### src/rtl/div_seq_ctrl.sv
// -----------------------------------------------------------------------------
// div_seq_ctrl
//
// Operand sequencer and result collector for the 8-bit non-restoring divider
// core. It takes one dividend/divisor pair over a valid/ready request port and
// places the two operands on the core's shared bus: the dividend with
// div_begin, then the divisor. It then waits for div_fin. The core returns the
// remainder in the div_fin cycle and the quotient in the following cycle. Both
// values are returned together on a valid/ready response port.
//
// A zero divisor is handled here and the core is never started. A watchdog
// ends the wait if the core never completes.
//
// Ports:
//   clk           system clock, rising edge
//   rst           asynchronous reset, active low
//   req_valid     request valid
//   req_ready     request ready (high only in IDLE)
//   req_dividend  dividend, unsigned
//   req_divisor   divisor, unsigned
//   div_in_bus    operand bus to the divider core
//   div_begin     start strobe to the divider core (LD_Q only)
//   div_fin       divider completion flag
//   div_out_bus   divider result bus (remainder, then quotient)
//   rsp_valid     response valid (high only in RESP)
//   rsp_ready     response ready
//   rsp_quotient  quotient
//   rsp_remainder remainder
//   rsp_dbz       divide-by-zero flag
//   rsp_timeout   watchdog flag
// -----------------------------------------------------------------------------
module div_seq_ctrl #(
    parameter int W              = 8,   // tied to the core bus width
    parameter int TIMEOUT_CYCLES = 32   // legal range 16..255
) (
    input  logic         clk,
    input  logic         rst,
    input  logic         req_valid,
    output logic         req_ready,
    input  logic [W-1:0] req_dividend,
    input  logic [W-1:0] req_divisor,
    output logic [W-1:0] div_in_bus,
    output logic         div_begin,
    input  logic         div_fin,
    input  logic [W-1:0] div_out_bus,
    output logic         rsp_valid,
    input  logic         rsp_ready,
    output logic [W-1:0] rsp_quotient,
    output logic [W-1:0] rsp_remainder,
    output logic         rsp_dbz,
    output logic         rsp_timeout
);

    typedef enum logic [2:0] {
        S_IDLE,
        S_LD_Q,
        S_LD_M,
        S_WAIT,
        S_CAP_Q,
        S_RESP
    } state_t;

    state_t       r_state;
    state_t       w_next;
    logic [W-1:0] r_dividend;
    logic [W-1:0] r_divisor;
    logic [W-1:0] r_quotient;
    logic [W-1:0] r_remainder;
    logic         r_dbz;
    logic         r_timeout;
    logic [7:0]   r_wd_cnt;
    logic         w_accept;
    logic         w_wd_expire;

    assign w_accept = (r_state == S_IDLE) && req_valid;

    // The counter holds k-1 in the k-th WAIT cycle. The watchdog therefore
    // fires at the end of WAIT cycle number TIMEOUT_CYCLES. A div_fin in that
    // same cycle wins.
    assign w_wd_expire = (r_state == S_WAIT) && !div_fin &&
                         (r_wd_cnt == 8'(TIMEOUT_CYCLES - 1));

    // NOTE: sequential state uses non-blocking assignments only, so every
    // register samples the values from before the edge.
    always_ff @(posedge clk or negedge rst) begin
        if (!rst) begin
            r_state <= S_IDLE;
        end else begin
            r_state <= w_next;
        end
    end

    // NOTE: each output of this block is given a default first, so no path
    // leaves a signal unassigned and no latch is inferred.
    always_comb begin
        w_next     = r_state;
        req_ready  = 1'b0;
        div_begin  = 1'b0;
        div_in_bus = '0;
        rsp_valid  = 1'b0;
        case (r_state)
            S_IDLE: begin
                req_ready = 1'b1;
                if (req_valid) begin
                    w_next = (req_divisor == '0) ? S_RESP : S_LD_Q;
                end
            end
            S_LD_Q: begin
                div_begin  = 1'b1;
                div_in_bus = r_dividend;
                w_next     = S_LD_M;
            end
            S_LD_M: begin
                div_in_bus = r_divisor;
                w_next     = S_WAIT;
            end
            S_WAIT: begin
                if (div_fin) begin
                    w_next = S_CAP_Q;
                end else if (w_wd_expire) begin
                    w_next = S_RESP;
                end
            end
            S_CAP_Q: begin
                w_next = S_RESP;
            end
            S_RESP: begin
                rsp_valid = 1'b1;
                if (rsp_ready) begin
                    w_next = S_IDLE;
                end
            end
            default: begin
                w_next = S_IDLE;
            end
        endcase
    end

    // Operand, result and watchdog registers. The result registers change only
    // outside RESP, so the response holds steady under backpressure.
    always_ff @(posedge clk or negedge rst) begin
        if (!rst) begin
            r_dividend  <= '0;
            r_divisor   <= '0;
            r_quotient  <= '0;
            r_remainder <= '0;
            r_dbz       <= 1'b0;
            r_timeout   <= 1'b0;
            r_wd_cnt    <= '0;
        end else begin
            case (r_state)
                S_IDLE: begin
                    if (w_accept) begin
                        r_dividend <= req_dividend;
                        r_divisor  <= req_divisor;
                        r_timeout  <= 1'b0;
                        if (req_divisor == '0) begin
                            r_quotient  <= '1;
                            r_remainder <= req_dividend;
                            r_dbz       <= 1'b1;
                        end else begin
                            r_quotient  <= '0;
                            r_remainder <= '0;
                            r_dbz       <= 1'b0;
                        end
                    end
                end
                S_LD_M: begin
                    r_wd_cnt <= '0;
                end
                S_WAIT: begin
                    r_wd_cnt <= r_wd_cnt + 8'd1;
                    if (div_fin) begin
                        r_remainder <= div_out_bus;
                    end else if (w_wd_expire) begin
                        r_quotient  <= '0;
                        r_remainder <= '0;
                        r_timeout   <= 1'b1;
                    end
                end
                S_CAP_Q: begin
                    r_quotient <= div_out_bus;
                end
                default: begin
                end
            endcase
        end
    end

    assign rsp_quotient  = r_quotient;
    assign rsp_remainder = r_remainder;
    assign rsp_dbz       = r_dbz;
    assign rsp_timeout   = r_timeout;

endmodule

### config.mk
export PLATFORM = sky130hd
export DESIGN_NAME = div_seq_ctrl
export DESIGN_NICKNAME = d
export VERILOG_FILES = /design/src/rtl/div_seq_ctrl.sv
export SDC_FILE = /design/constraint.sdc
export NUM_CORES = 1
export LEC_CHECK = 0
export ABC_AREA = 0
export BUFFER_PORTS_ARGS = -buffer_cell sky130_fd_sc_hd__buf_2
export CORE_MARGIN = 5
export CORE_UTILIZATION = 40
export DETAILED_ROUTE_END_ITERATION = 8
export PLACE_DENSITY_LB_ADDON = 0.3
export SYNTH_ARGS = -nofsm -noshare
export SYNTH_HDL_FRONTEND = slang
export SYNTH_SLANG_ARGS = --single-unit
### constraint.sdc
create_clock -name clk -period 2.92 [get_ports clk]
set_input_delay 0.146 -clock clk [delete_from_list [all_inputs] [get_ports clk]]
set_output_delay 0.146 -clock clk [all_outputs]
set_load 0.005 [all_outputs]
==> flow_summary.yaml <==
status:
  status: "finished clean"
power:
  swShare: 0.3873
  p_switching_mw: 1.010
  p_comb_frac: 0.387
  p_int_mw: 1.597
  p_leak_nw: 1.366
  pwr-share-clk: 0.189
  peakVddDrop_uv: 381.7
  pwr-share-seq: 0.424
  power_mw: 2.607
  powerDensity_mw_per_mm2: 965.5
final_layout:
  seq_area_sq_mm: 0.001126
  fin_nets: 324
  multi_input_area_sq_mm: 0.001067
  drive_gt1_frac: 0.2915
  antenna_cells: 0
  synthToLayoutAreaGrowth_pct: 16.84
  nFillCells: 545
drt:
  drt-vias-per-instance: 5.330
  dr_total_vias: 1956
  drtAntennaViolNets: 0
  post-route-drc-count: 0
  drt_pass1_iterations: 4
  wl_per_cell_um: 15.61
  drt_iter0_drc: 111
  routed_wl_um: 5729
global_route:
  grt_pass1_vias: 1923
  grt_max_degree: 46
  met3_usage: 0.04227
  grt_use_met1: 0.2102
  grt-busiest-layer: "met2"
  antenna_found_initial: 0
  grt-ovfl-total: 0
  grtUsageMet2: 0.2544
  grt_usage: 0.1587
  grt_pass1_wl_um: 9239
synthesis:
  synth_top_family_by_area: "simple AND/OR/NAND/NOR gates"
  synthFlopType: "dfrtp_1"
  synth-xor-area-share: 0
  yosysUniqueCellTypes: 42
  syn_nets: 275
  avgSynthCellArea_sq_um: 9.433
  synth_mux_area_frac: 0.05198
  seq_area_frac_synth: 0.4873
  synth_fa_ha_area_frac: 0.005414
  synth-simple-area-share: 0.2496
  synth-edff-count: 0
  yosys_warnings: 0
  syn_area_sq_mm: 0.002311
  syn-instance-count: 245
  ys_ff_latch: 45
  synthArstFlopShare: 1.000
  synth_compound_area_frac: 0.1548
setup_path:
  crit_path_end_kind: "output port"
  cp_max_fo: 12
  critPathArrivalTime_ns: 2.03
  reg2reg_depth: 4
  required_ns: 2.77
  critPathKind: "reg2out"
  start_kind: "register"
cts:
  cts_buffers: 5
  cts_resized: 0
  cts.sinks: 45
  hold_buffers: 0
  tritoncts: "done"
  path_clk_slew_ns: 0.08
  cts_setup_buffers: 0
  cts_max_path_buffers: 2
  root_buffer: "clkbuf_8"
  clkLatencyLatePin_ns: 0.30
  htreeDepth: 2
placed_design:
  io_buffers: 57
  gp_congestion: 0.7775
  place_hpwl_um: 4147
die:
  chipWidth_um: 86.01
  die-area_sq_mm: 0.007398
  start_util: 0.4146
  io_pins: 58
  die_height_um: 86.01
  coreArea_sq_mm: 0.005574
  core.rowCount: 27
timing:
  finalCriticalPeriod_ns: 2.175
  tns_ns: 0
  setup_viol: 0
  hold_viol_final: 0
  final.setup_skew_ns: 0.006608
  fin_crit_sh: 0.7448
  max_freq_mhz: 459.8
  holdWs_ns: 0.0009092
  worst_pin_slew_ns: 1.002
  slew-limit-headroom: 0.3320
  drv_slew: 0
  rsz0062_at_grt: "false"
run:
  max_cap_viol_count: 0
worst_hold_path:
  hold_path.class: "in2async"
## synthesized netlist by cell type (all sizes together) (3+ instances only)
cell / instances / area share
a22oi: 8 / 0.026
nand2: 67 / 0.11
clkbuf: 6 / 0.010
nor2: 15 / 0.027
a21oi: 14 / 0.037
a22o: 8 / 0.030
dfrtp: 45 / 0.49
mux2i: 3 / 0.013
and2: 4 / 0.012
buf: 10 / 0.037
nor3: 7 / 0.022
nand3: 12 / 0.026
a31oi: 9 / 0.024
mux2: 8 / 0.039
o21ai: 9 / 0.024
## critical path, cell delays in order (launching register included)
cell	delay (ns)
dfrtp_1	0.65
inv_1	0.26
nor2_2	0.37
a22oi_1	0.15
nor2_1	0.15
buf_2	0.14
## per-stage QoR
step / area, sq um / utilization / cells / setup slack, ns
2_1_floorplan: 2311 / - / 245 / 1.302
3_3_place_gp: 2584 / 0.4635 / 359 / 0.8999
3_5_place_dp: 2584 / 0.4635 / 359 / 0.8192
4_1_cts: 2700 / 0.4844 / 367 / 0.7268
5_1_grt: 2700 / 0.4844 / 367 / 0.5663
6_report: 2700 / 0.4844 / 367 / 0.7450
## cells by family (layout without fill, tap and decap cells)
kind of cell               count (synthesis)  after routing
AOI/OAI and AO/OA                         52             52
adders and majority gates                  1              1
buffers and inverters                     18             68
DFF                                       45             45
muxes                                     11             11
and+or+nand+nor                          118            118
## path summary, 6_finish.rpt
path,from,to,slack [ns]
worst max-delay path,r_state[0]$_DFFE_PN0P_,div_in_bus[3],0.75
worst min-delay path,rst,rsp_dbz$_DFFE_PN0P_,0.0009
worst max register to register,r_state[2]$_DFFE_PN0P_,rsp_quotient[5]$_DFFE_PN0P_,0.80
worst min register to register,rsp_dbz$_DFFE_PN0P_,rsp_dbz$_DFFE_PN0P_,0.48
max in group asynchronous,rst,rsp_timeout$_DFFE_PN0P_,2.28
min in group clk,req_divisor[7],r_divisor[7]$_DFFE_PN0P_,0.05
## layout by cell type (no fill, tap or decap), types with 2 or more instances in the layout
| cell type | count |
|---|---|
| a31oi_1 | 9 |
| and3_1 | 2 |
| mux2_2 | 8 |
| and2_1 | 3 |
| a21oi_1 | 12 |
| o21ai_0 | 8 |
| a22o_1 | 8 |
| buf_2 | 57 |
| nor4_1 | 2 |
| mux2i_1 | 3 |
| nand2_1 | 65 |
| nand2b_1 | 2 |
| a22oi_1 | 8 |
| dfrtp_1 | 45 |
| nor2_1 | 13 |
| nor3_1 | 5 |
| nor2_2 | 2 |
| clkbuf_8 | 6 |
| nand3_1 | 12 |
| nand2_2 | 2 |
| inv_1 | 2 |
## cell type report
| cell class | count | area share |
|---|---|---|
| Timing Repair Buffer | 58 | 0.1084 |
| Inverter | 2 | 0.002780 |
| Tap cell | 72 | 0.03336 |
| Multi-Input combinational cell | 182 | 0.3953 |
| Clock inverter | 1 | 0.01112 |
| Clock buffer | 7 | 0.03197 |
| Sequential cell | 45 | 0.4171 |
## power by group through the flow
stage | registers (mW) | logic [mW] | clock network (mW)
after floorplan | 1.01 | 0.826 | 0
after global placement | 1.11 | 0.998 | 0
after detailed placement | 1.11 | 1.02 | 0
after CTS | 1.10 | 1.02 | 0.506
after global routing | 1.14 | 1.14 | 0.525
final | 1.11 | 1.01 | 0.492
## layer usage
layer | part of all wire | vias to the layer above
met3 | 0.054 | 5
met1 | 0.47 | 953
met2 | 0.47 | 52
met4 | 0.0091 | 0
li1 | - | 946
met5 | 0 | -
## state kept, by name, summed over array words and instances, names as in the netlist
register	cells
r_dividend	8
rsp_dbz	1
r_divisor	8
r_state	3
rsp_timeout	1
rsp_remainder	8
r_wd_cnt	8
rsp_quotient	8
Power figures use the tool's default switching activity.
